### src/rtl/spm_pkg.sv
// Shared types and constants for the scratch-pad memory burst controller.
package spm_pkg;

  localparam int unsigned SpmAddrW   = 5;
  localparam int unsigned SpmDataW   = 8;
  localparam int unsigned SpmLenW    = 6;
  // Read-return buffer depth; two entries cover the 1-cycle memory latency at full rate.
  localparam int unsigned RdBufDepth = 2;

  typedef enum logic [1:0] {
    StIdle,
    StWrite,
    StRead,
    StDrain
  } spm_state_e;

endpackage

### src/rtl/spm_rd_fifo.sv
// Small synchronous FIFO with occupancy count; pushes when full and pops when empty
// are dropped.
module spm_rd_fifo
  import spm_pkg::*;
#(
  parameter int unsigned DataW   = SpmDataW,
  parameter int unsigned Depth   = RdBufDepth,
  localparam int unsigned PtrW   = (Depth > 1) ? $clog2(Depth) : 1,
  localparam int unsigned CntW   = $clog2(Depth + 1)
) (
  input  logic             clk,
  input  logic             rst_n,
  input  logic             push,
  input  logic [DataW-1:0] wdata,
  input  logic             pop,
  output logic [DataW-1:0] rdata,
  output logic [CntW-1:0]  count,
  output logic             full,
  output logic             empty
);

  logic [DataW-1:0] mem_q [Depth];
  logic [PtrW-1:0]  wr_ptr_q, rd_ptr_q;
  logic [CntW-1:0]  count_q;
  logic             do_push, do_pop;

  assign full    = (count_q == CntW'(Depth));
  assign empty   = (count_q == '0);
  assign do_push = push & ~full;
  assign do_pop  = pop & ~empty;
  assign rdata   = mem_q[rd_ptr_q];
  assign count   = count_q;

  // Storage, pointers and occupancy; simultaneous push and pop keep the count.
  always_ff @(posedge clk or negedge rst_n) begin
    if (!rst_n) begin
      for (int i = 0; i < Depth; i++) mem_q[i] <= '0;
      wr_ptr_q <= '0;
      rd_ptr_q <= '0;
      count_q  <= '0;
    end else begin
      if (do_push) begin
        mem_q[wr_ptr_q] <= wdata;
        wr_ptr_q        <= (wr_ptr_q == PtrW'(Depth - 1)) ? '0 : wr_ptr_q + 1'b1;
      end
      if (do_pop) begin
        rd_ptr_q <= (rd_ptr_q == PtrW'(Depth - 1)) ? '0 : rd_ptr_q + 1'b1;
      end
      unique case ({do_push, do_pop})
        2'b10:   count_q <= count_q + 1'b1;
        2'b01:   count_q <= count_q - 1'b1;
        default: count_q <= count_q;
      endcase
    end
  end

endmodule

### src/rtl/spm_burst_ctrl.sv
// Burst initiator for the single-port scratch-pad memory: write bursts from a
// valid/ready stream, read bursts returned on a valid/ready stream with backpressure.
module spm_burst_ctrl
  import spm_pkg::*;
#(
  parameter int unsigned ADDR_W = SpmAddrW,
  parameter int unsigned DATA_W = SpmDataW,
  parameter int unsigned LEN_W  = SpmLenW
) (
  input  logic              clk,
  input  logic              rst_n,
  input  logic              cmd_valid,
  output logic              cmd_ready,
  input  logic              cmd_wr,
  input  logic [ADDR_W-1:0] cmd_addr,
  input  logic [LEN_W-1:0]  cmd_len,
  input  logic [DATA_W-1:0] wdata,
  input  logic              wvalid,
  output logic              wready,
  output logic [DATA_W-1:0] rdata,
  output logic              rvalid,
  input  logic              rready,
  output logic [ADDR_W-1:0] mem_addr,
  output logic              mem_en,
  output logic              mem_we,
  output logic [DATA_W-1:0] mem_wdata,
  input  logic [DATA_W-1:0] mem_rdata,
  input  logic              mem_rvalid,
  output logic              busy,
  output logic              done
);

  localparam int unsigned CntW = $clog2(RdBufDepth + 1);

  spm_state_e        state_q, state_d;
  logic [ADDR_W-1:0] addr_q, addr_d;
  logic [LEN_W-1:0]  rem_q, rem_d;
  logic              out_q, out_d;   // one read issued, data not yet returned
  logic              done_q, done_d;

  logic              rd_issue, rd_pop, rd_push, rd_credit;
  logic [CntW-1:0]   fifo_count;
  logic              fifo_full, fifo_empty;
  logic [CntW:0]     occ;

  assign cmd_ready = (state_q == StIdle);
  assign busy      = (state_q != StIdle);
  assign wready    = (state_q == StWrite);
  assign rvalid    = ~fifo_empty;
  assign done      = done_q;
  assign rd_pop    = rvalid & rready;
  // Returns with no read in flight (e.g. one issued before a reset) are dropped.
  assign rd_push   = mem_rvalid & out_q & ~fifo_full;

  // Buffer slots committed to data held or in flight; a slot freed by this cycle's
  // pop is reusable at once, which sustains one beat per cycle.
  always_comb begin
    occ       = {1'b0, fifo_count} + {{CntW{1'b0}}, out_q} - {{CntW{1'b0}}, rd_pop};
    rd_credit = (occ < (CntW + 1)'(RdBufDepth));
  end

  spm_rd_fifo #(
    .DataW (DATA_W),
    .Depth (RdBufDepth)
  ) u_rd_fifo (
    .clk   (clk),
    .rst_n (rst_n),
    .push  (rd_push),
    .wdata (mem_rdata),
    .pop   (rd_pop),
    .rdata (rdata),
    .count (fifo_count),
    .full  (fifo_full),
    .empty (fifo_empty)
  );

  // Next state, address/length bookkeeping and memory-side strobes.
  always_comb begin
    state_d   = state_q;
    addr_d    = addr_q;
    rem_d     = rem_q;
    done_d    = 1'b0;
    rd_issue  = 1'b0;
    mem_en    = 1'b0;
    mem_we    = 1'b0;
    mem_addr  = '0;
    mem_wdata = '0;
    unique case (state_q)
      StIdle: begin
        if (cmd_valid) begin
          addr_d  = cmd_addr;
          rem_d   = (cmd_len == '0) ? LEN_W'(1) : cmd_len;
          state_d = cmd_wr ? StWrite : StRead;
        end
      end
      StWrite: begin
        if (wvalid) begin
          mem_en    = 1'b1;
          mem_we    = 1'b1;
          mem_addr  = addr_q;
          mem_wdata = wdata;
          addr_d    = addr_q + 1'b1;
          rem_d     = rem_q - 1'b1;
          if (rem_q == LEN_W'(1)) begin
            state_d = StIdle;
            done_d  = 1'b1;
          end
        end
      end
      StRead: begin
        if (rd_credit) begin
          rd_issue = 1'b1;
          mem_en   = 1'b1;
          mem_addr = addr_q;
          addr_d   = addr_q + 1'b1;
          rem_d    = rem_q - 1'b1;
          if (rem_q == LEN_W'(1)) state_d = StDrain;
        end
      end
      StDrain: begin
        if (fifo_empty && !out_q) begin
          state_d = StIdle;
          done_d  = 1'b1;
        end
      end
      default: state_d = StIdle;
    endcase
  end

  // The memory always answers one cycle after a read is issued.
  assign out_d = rd_issue;

  // Control state registers.
  always_ff @(posedge clk or negedge rst_n) begin
    if (!rst_n) begin
      state_q <= StIdle;
      addr_q  <= '0;
      rem_q   <= '0;
      out_q   <= 1'b0;
      done_q  <= 1'b0;
    end else begin
      state_q <= state_d;
      addr_q  <= addr_d;
      rem_q   <= rem_d;
      out_q   <= out_d;
      done_q  <= done_d;
    end
  end

endmodule
### config.mk
export PLATFORM = sky130hd
export DESIGN_NAME = spm_burst_ctrl
export DESIGN_NICKNAME = d
export VERILOG_FILES = /design/src/rtl/spm_pkg.sv /design/src/rtl/spm_rd_fifo.sv /design/src/rtl/spm_burst_ctrl.sv
export SDC_FILE = /design/constraint.sdc
export NUM_CORES = 1
export LEC_CHECK = 0
export ABC_AREA = 1
export ABC_CLOCK_PERIOD_IN_PS = 3300
export CORE_UTILIZATION = 35
export CTS_CLUSTER_DIAMETER = 120
export DETAILED_ROUTE_END_ITERATION = 8
export PLACE_DENSITY = 0.71
export SKIP_LAST_GASP = 1
export SYNTH_ARGS = -nofsm -noshare
export SYNTH_HDL_FRONTEND = slang
export SYNTH_SLANG_ARGS = --single-unit
### constraint.sdc
create_clock -name clk -period 3.3 [get_ports clk]
set_input_delay 0.33 -clock clk [delete_from_list [all_inputs] [get_ports clk]]
set_output_delay 0.33 -clock clk [all_outputs]
set_load 0.01 [all_outputs]
; Word level (Yosys, flattened, before mapping)
; Cells that the tools add are included.
[totals]
ram_bits = 0
romBits = 0
regBits = 35
latch_bits = 0
elab_cells = 95
out_inout_bits = 28
in_bits = 34
n_memories = 0
[op_classes]
n_addsub = 8
eq_ne = 13
magnitude_cmp = 4
shifts = 0
n_mux = 40
mul = 0
div = 0
bitwise_logic = 9
n_reduce_logical = 11
[op_table]
columns = operator, n
row1 = 8-bit 2-to-1 mux, 6
row2 = 5-bit 2-to-1 mux, 5
row3 = 6-bit 2-to-1 mux, 4
row4 = 6-bit one-hot mux with 3 select lines, 1
row5 = 16-bit bitwise mux, 1
row6 = 5-bit one-hot mux with 3 select lines, 1
row7 = 2-bit 2-to-1 mux, 7
row8 = "2-bit != test, second input constant", 5
row9 = 5-bit one-hot mux with 2 select lines, 1
row10 = 1-bit 2-to-1 mux, 9
row11 = 8-bit demux with 1-bit select, 1
row12 = "2-bit equality test, second input constant", 4
row13 = 2-bit one-hot mux with 4 select lines, 1
row14 = "6-bit by 1-bit equality test with 1-bit output, second input constant", 1
row15 = 6-bit logical NOT, 1
row16 = 6-bit AND reduction, 1
row17 = "6-bit by 1-bit subtractor with 6-bit output, second input constant", 1
row18 = "5-bit by 1-bit adder with 5-bit output, second input constant", 1
row19 = 1-bit bitwise AND, 5
row20 = "2-bit by 1-bit equality test with 1-bit output, second input constant", 2
row21 = "2-bit greater-or-equal comparator, second input constant", 2
row22 = 2-bit logical NOT, 2
row23 = 1-bit inverter with 2-bit output, 2
row24 = 1-bit one-hot mux with 2 select lines, 2
row25 = other kinds (15), 19

; Depth between registers and ports, before layout
[logic_depth]
word_depth = 7
ltp_mapped = 15
ltp_nobuf = 15

; Modules after synthesis
; From an unflattened synthesis, not the netlist that was laid out.
[hier_totals]
cells_unflattened = 311
area_unflattened_um2 = 2254.7
[modules_own_cells]
columns = mod, seq_area_each_um2, area_each_um2, instances, cells_each
row1 = spm_burst_ctrl, 375.4, 1243.7, 1, 185
row2 = spm_rd_fifo, 500.5, 1011.0, 1, 126

; Worst setup path before layout
; OpenSTA, ideal clock, no wires.
[synth_path]
path_kind = register to output
startpoint = reg u_rd_fifo.count_q[0] (netlist: u_rd_fifo.count[0])
endpoint = out mem_en
stages_incl_launch_ff = 14
arrival_time_ns = 2.489
n_path_buf = 0
slack_ns = 0.481
t_required_ns = 2.970
cell_sequence = dfrtp_1 > nor2_1 > inv_1 > nand2_1 > inv_1 > ha_1 > or2_2 > fa_1 > inv_1 > nand2_1 > nand3_1 > nor2_1 > o21ai_0 > inv_1
[synth_between]
elab_chain_len = 7
elab_cells_between_ends = 8
cone_classes = 2 x add/sub / 1 x order compare / 2 x mux / 2 x bitwise / 1 x reduce/logical
[synth_rtl]
columns = element, line_no
row1 = from (decl), spm_rd_fifo.sv:24  ; logic [CntW-1:0] count_q;
row2 = from (signal assigned), spm_rd_fifo.sv:50  ; 2'b10: count_q <= count_q + 1'b1;
row3 = from (signal assigned), spm_rd_fifo.sv:51  ; 2'b01: count_q <= count_q - 1'b1;
row4 = from (signal assigned), spm_rd_fifo.sv:52  ; default: count_q <= count_q;
row5 = 2-bit logical NOT, spm_rd_fifo.sv:28  ; assign empty = (count_q == '0);
row6 = 1-bit inverter, spm_burst_ctrl.sv:49  ; assign rvalid = ~fifo_empty;
row7 = named net rvalid, spm_burst_ctrl.sv:21  ; output logic rvalid,
row8 = 1-bit bitwise AND, spm_burst_ctrl.sv:51  ; assign rd_pop = rvalid & rready;
row9 = 3-bit by 1-bit subtractor with 3-bit output, spm_burst_ctrl.sv:58  ; occ = {1'b0, fifo_count} + {{CntW{1'b0}}, out_q} - {{CntW{1'b0}}, rd_pop};
row10 = 3-bit by 2-bit less-than comparator with 1-bit output, spm_burst_ctrl.sv:59  ; rd_credit = (occ < (CntW + 1)'(RdBufDepth));
row11 = 1-bit 2-to-1 mux, spm_burst_ctrl.sv:111  ; if (rd_credit) begin
row12 = 1-bit one-hot mux with 2 select lines, spm_burst_ctrl.sv:88  ; unique case (state_q)
row13 = to (decl), spm_burst_ctrl.sv:24  ; output logic mem_en,
; The timed path passes the listed nets, and every way through them passes these cells.

; Worst setup path in the final report
[layout_path]
startpoint = reg u_rd_fifo.count_q[1] (netlist: u_rd_fifo.count[1])
endpoint = out mem_addr[2]
[layout_between]
elab_chain_len = 7
elab_cells_between_ends = 8
cone_classes = 2 x add/sub / 1 x order compare / 2 x mux / 2 x bitwise / 1 x reduce/logical
[layout_rtl]
columns = element, line_no
row1 = "parallel branches: the longest is 3 deep, another holds 2-bit by 1-bit adder with 3-bit output", -
row2 = 3-bit by 1-bit subtractor with 3-bit output (*), spm_burst_ctrl.sv:58
row3 = 3-bit by 2-bit less-than comparator with 1-bit output (*), spm_burst_ctrl.sv:59
row4 = 5-bit 2-to-1 mux (*), spm_burst_ctrl.sv:111
row5 = 5-bit one-hot mux with 2 select lines (*), spm_burst_ctrl.sv:88
row6 = to (decl), spm_burst_ctrl.sv:23  ; output logic [ADDR_W-1:0] mem_addr,
; Mark *: on every way between the ends.

==> results.sh <==
export IMPL_grtUsageTotal_pct=16.3
export IMPL_rr_endpoint="addr_q[2]"
export IMPL_firstDrtPassIters=5
export IMPL_synthCells=285
export IMPL_drt_iter0_markers=58
export IMPL_finalCritPeriodShare_pct=95.6
export IMPL_max_stage_delay_ns=0.50
export IMPL_dp_final_hpwl_mm=3.46
export IMPL_rsz0062_at_grt="false"
export IMPL_placedInstanceArea_um2=2790
export IMPL_finClkSkew_ns=0.00224
export IMPL_crit_slowest_cell="fa_1"
export IMPL_slew_violations=0
export IMPL_fin_nets=396
export IMPL_leakage_nw=1.49
export IMPL_die_y_um=79.5
export IMPL_place_congestion=0.824
export IMPL_worst_slew_pin_slew_ns=0.940
export IMPL_status="finished, final reports clean"
export IMPL_pwr_density_cell_nw_per_um2=863
export IMPL_postCtsHoldBufs=0
export IMPL_hold_viol=0
export IMPL_num_rows=27
export IMPL_stdcell_count=425
export IMPL_start_util_pct=37.3
export IMPL_critical_path_peak_fanout=6
export IMPL_htree_levels=2
export IMPL_yosys_register_bits=35
export IMPL_critPathMostFrequentCell="inv_1"
export IMPL_worst_r2r_cell_count=13
export IMPL_antenna_left=0
export IMPL_ys_types=25
export IMPL_place_inst=417
export IMPL_drc=0
export IMPL_via_per_inst=4.54
export IMPL_n_fill_cell=554
export IMPL_die_area_um2=6330
export IMPL_antenna_found_initial=0
export IMPL_io_pins=62
export IMPL_r2r_setup_slack_ns=0.52
export IMPL_seq_area_frac_synth_pct=41.6
export IMPL_areaGrowthSynthToFinish_pct=37.8
export IMPL_drive_gt1_share_pct=8.22
export IMPL_grt_max_degree=36
export IMPL_cap_violations=0
export IMPL_final_setup_viol_count=0
export IMPL_cts_tree="built"
export IMPL_wire_per_inst_um=11.0
export IMPL_fin_area_um2=2900
export IMPL_crit_chain="nor2_2 > inv_1 > nand2_1 > inv_1 > ha_1 > or2_2 > fa_1 > nand3_2 > nor2_4 > o21ai_4 > nor2_1 > clkdlybuf4s15_1"
export IMPL_routed_wl_mm=4.67
export IMPL_slew_headroom_pct=37.1
export IMPL_synth_nets=329
export IMPL_worstSetupEndpointType="output pin"
export IMPL_vias=1928
export IMPL_min_path_type="in2async"
export IMPL_synth_area_um2=2100
export IMPL_worst_slack_ns=0.146
export IMPL_cts_sinks=35
export IMPL_coreArea_um2=5640
export IMPL_period_minus_slack_ns=3.15
export IMPL_cts_root_buf="clkbuf_8"
export IMPL_grt_ovfl_total=0
export IMPL_peakVddDrop_mv=0.400
export IMPL_grt_pass1_wl_mm=7.97
export IMPL_cts_buffers=5
export IMPL_syn_area_per_cell_um2=7.38
export IMPL_required_ns=2.97
export IMPL_path_class="reg2out"
export IMPL_crit_arrival_ns=2.82
export IMPL_cts_max_path_buffers=2
export IMPL_timing_rr_start="u_rd_fifo.count[1]"
export IMPL_ys_warn_count=0
export IMPL_postCtsSetupBuffers=0
export IMPL_power_w=0.00250
export IMPL_clk_latency_ns=0.29
export IMPL_grt_pass1_vias=1888
export IMPL_max_freq_mhz=317
export IMPL_start_kind="flip-flop"
export IMPL_cts_clk_slew_worst_paths_ns=0.07
export IMPL_port_buffers=61
export IMPL_dp_worst_setup_slack_ns=-0.237
export IMPL_num_antenna_cells=0
export IMPL_die_w_um=79.5
-- layer usage --
| layer | part of all wire (%) | track usage [%] |
|---|---|---|
| met5 | 0 | 0 |
| met1 | 46 | 18.9 |
| met2 | 47 | 27.5 |
| met4 | 1.8 | 8.18 |
| met3 | 5.1 | 4.11 |
-- logic make-up (layout without fill, tap and decap cells) --
group,Yosys count,in the layout,synth area share [%]
AND/OR/NAND/NOR,131,131,25.3
buffers and inverters,59,127,11.8
AO/OA/AOI/OAI,44,44,12.4
flip-flops,35,35,41.6
adder cells (fa/ha/maj),10,10,6.30
XOR/XNOR,4,4,1.66
multiplexers,2,2,0.951
-- final cells by class --
cell class | count | area (um2) | share of cell area [%]
clock buffer | 6 | 72.6 | 2.50
clock inverter | 2 | 12.5 | 0.431
inverter | 53 | 199 | 6.86
multi-input combinational | 191 | 1010 | 34.7
sequential | 35 | 876 | 30.2
tap | 72 | 90.1 | 3.11
timing repair buffer | 66 | 644 | 22.2
-- power breakdown --
part	total, W	internal, W	switching, W	leakage, nW
clock network	0.000310	0.000148	0.000163	0.0412
registers	0.000760	0.000624	0.000136	0.423
logic	0.00143	0.000634	0.000799	1.02
total	0.00250	0.00141	0.00110	1.49
-- how the worst max path moves through the flow --
| stage | from | endpoint | slack [ns] |
|---|---|---|---|
| 2_1_floorplan | u_rd_fifo.count[0] | mem_en | 0.48 |
| 3_3_place_gp | rready | mem_addr[4] | -0.15 |
| 3_5_place_dp | rready | mem_en | -0.24 |
| 4_1_cts | u_rd_fifo.count[1] | mem_addr[4] | -0.18 |
| 5_1_grt | u_rd_fifo.count[1] | mem_addr[2] | 0.004 |
| 6_report | u_rd_fifo.count[1] | mem_addr[2] | 0.15 |
-- per-stage QoR --
stage | hold WS [ns] | TNS (ns) | util (%)
2_1_floorplan | 0.0344 | 0 | -
3_3_place_gp | 0.465 | -0.850 | 49.5
3_5_place_dp | 0.468 | -1.34 | 49.5
4_1_cts | 0.469 | -0.182 | 51.1
5_1_grt | 0.487 | 0 | 51.4
6_report | 0.461 | 0 | 51.4
-- state kept, by name, summed over array words and instances (netlist names) --
register and flops:
addr_q 5, done 1, out_q 1, rem_q 6
state_q 2, u_rd_fifo.count 2, u_rd_fifo.mem_q 16, u_rd_fifo.rd_ptr_q 1
u_rd_fifo.wr_ptr_q 1
-- worst max-delay path, delay by kind of cell, from the launching register on --
kind / cells / cell delay (ns)
compound gates: 1 / 0.10
flops: 1 / 0.39
buf+inv: 3 / 0.37
fa+ha+maj: 2 / 0.76
simple gates: 6 / 0.92
-- synthesized netlist by cell type --
| library cell | instances | share of area, % |
|---|---|---|
| nand3_1 | 13 | 3.1 |
| buf_2 | 1 | 0.24 |
| or2_1 | 1 | 0.30 |
| o21ai_0 | 30 | 7.1 |
| nor2_1 | 24 | 4.3 |
| o21ai_1 | 1 | 0.24 |
| fa_1 | 1 | 0.95 |
| buf_8 | 1 | 0.71 |
| dfrtp_1 | 35 | 42 |
| o21ai_2 | 8 | 3.3 |
| clkbuf_1 | 2 | 0.36 |
| o211ai_2 | 1 | 0.59 |
| ha_1 | 9 | 5.4 |
| mux2i_1 | 2 | 0.95 |
| nand3_2 | 1 | 0.48 |
| xor2_1 | 3 | 1.2 |
| buf_6 | 2 | 1.1 |
| or2_2 | 2 | 0.59 |
| nand2_1 | 86 | 15 |
| clkinv_1 | 1 | 0.18 |
| inv_1 | 52 | 9.3 |
| xnor2_1 | 1 | 0.42 |
| o21a_1 | 1 | 0.36 |
| nand4_1 | 4 | 1.2 |
| a21oi_1 | 3 | 0.71 |
-- what timing repair did --
| action | in CTS | in global routing |
|---|---|---|
| setup endpoints to repair | 6 | 6 |
| gates resized for setup | 9 | 9 |
| pin swaps | 0 | 4 |
-- cells in the final DEF, fill, tap and decap left out, types with 2 or more instances in the layout --
cell,Yosys,routed
nand2_1,86,86
clkdlybuf4s50_1,0,55
inv_1,52,52
dfrtp_1,35,35
o21ai_0,30,29
nor2_1,24,22
nand3_1,13,12
ha_1,9,9
o21ai_2,8,8
clkbuf_8,0,5
buf_4,0,5
nand4_1,4,4
xor2_1,3,3
a21oi_1,3,3
clkdlybuf4s15_1,0,3
or2_2,2,2
nand3_2,1,2
mux2i_1,2,2
No activity file was read; power rests on OpenSTA's default activity.
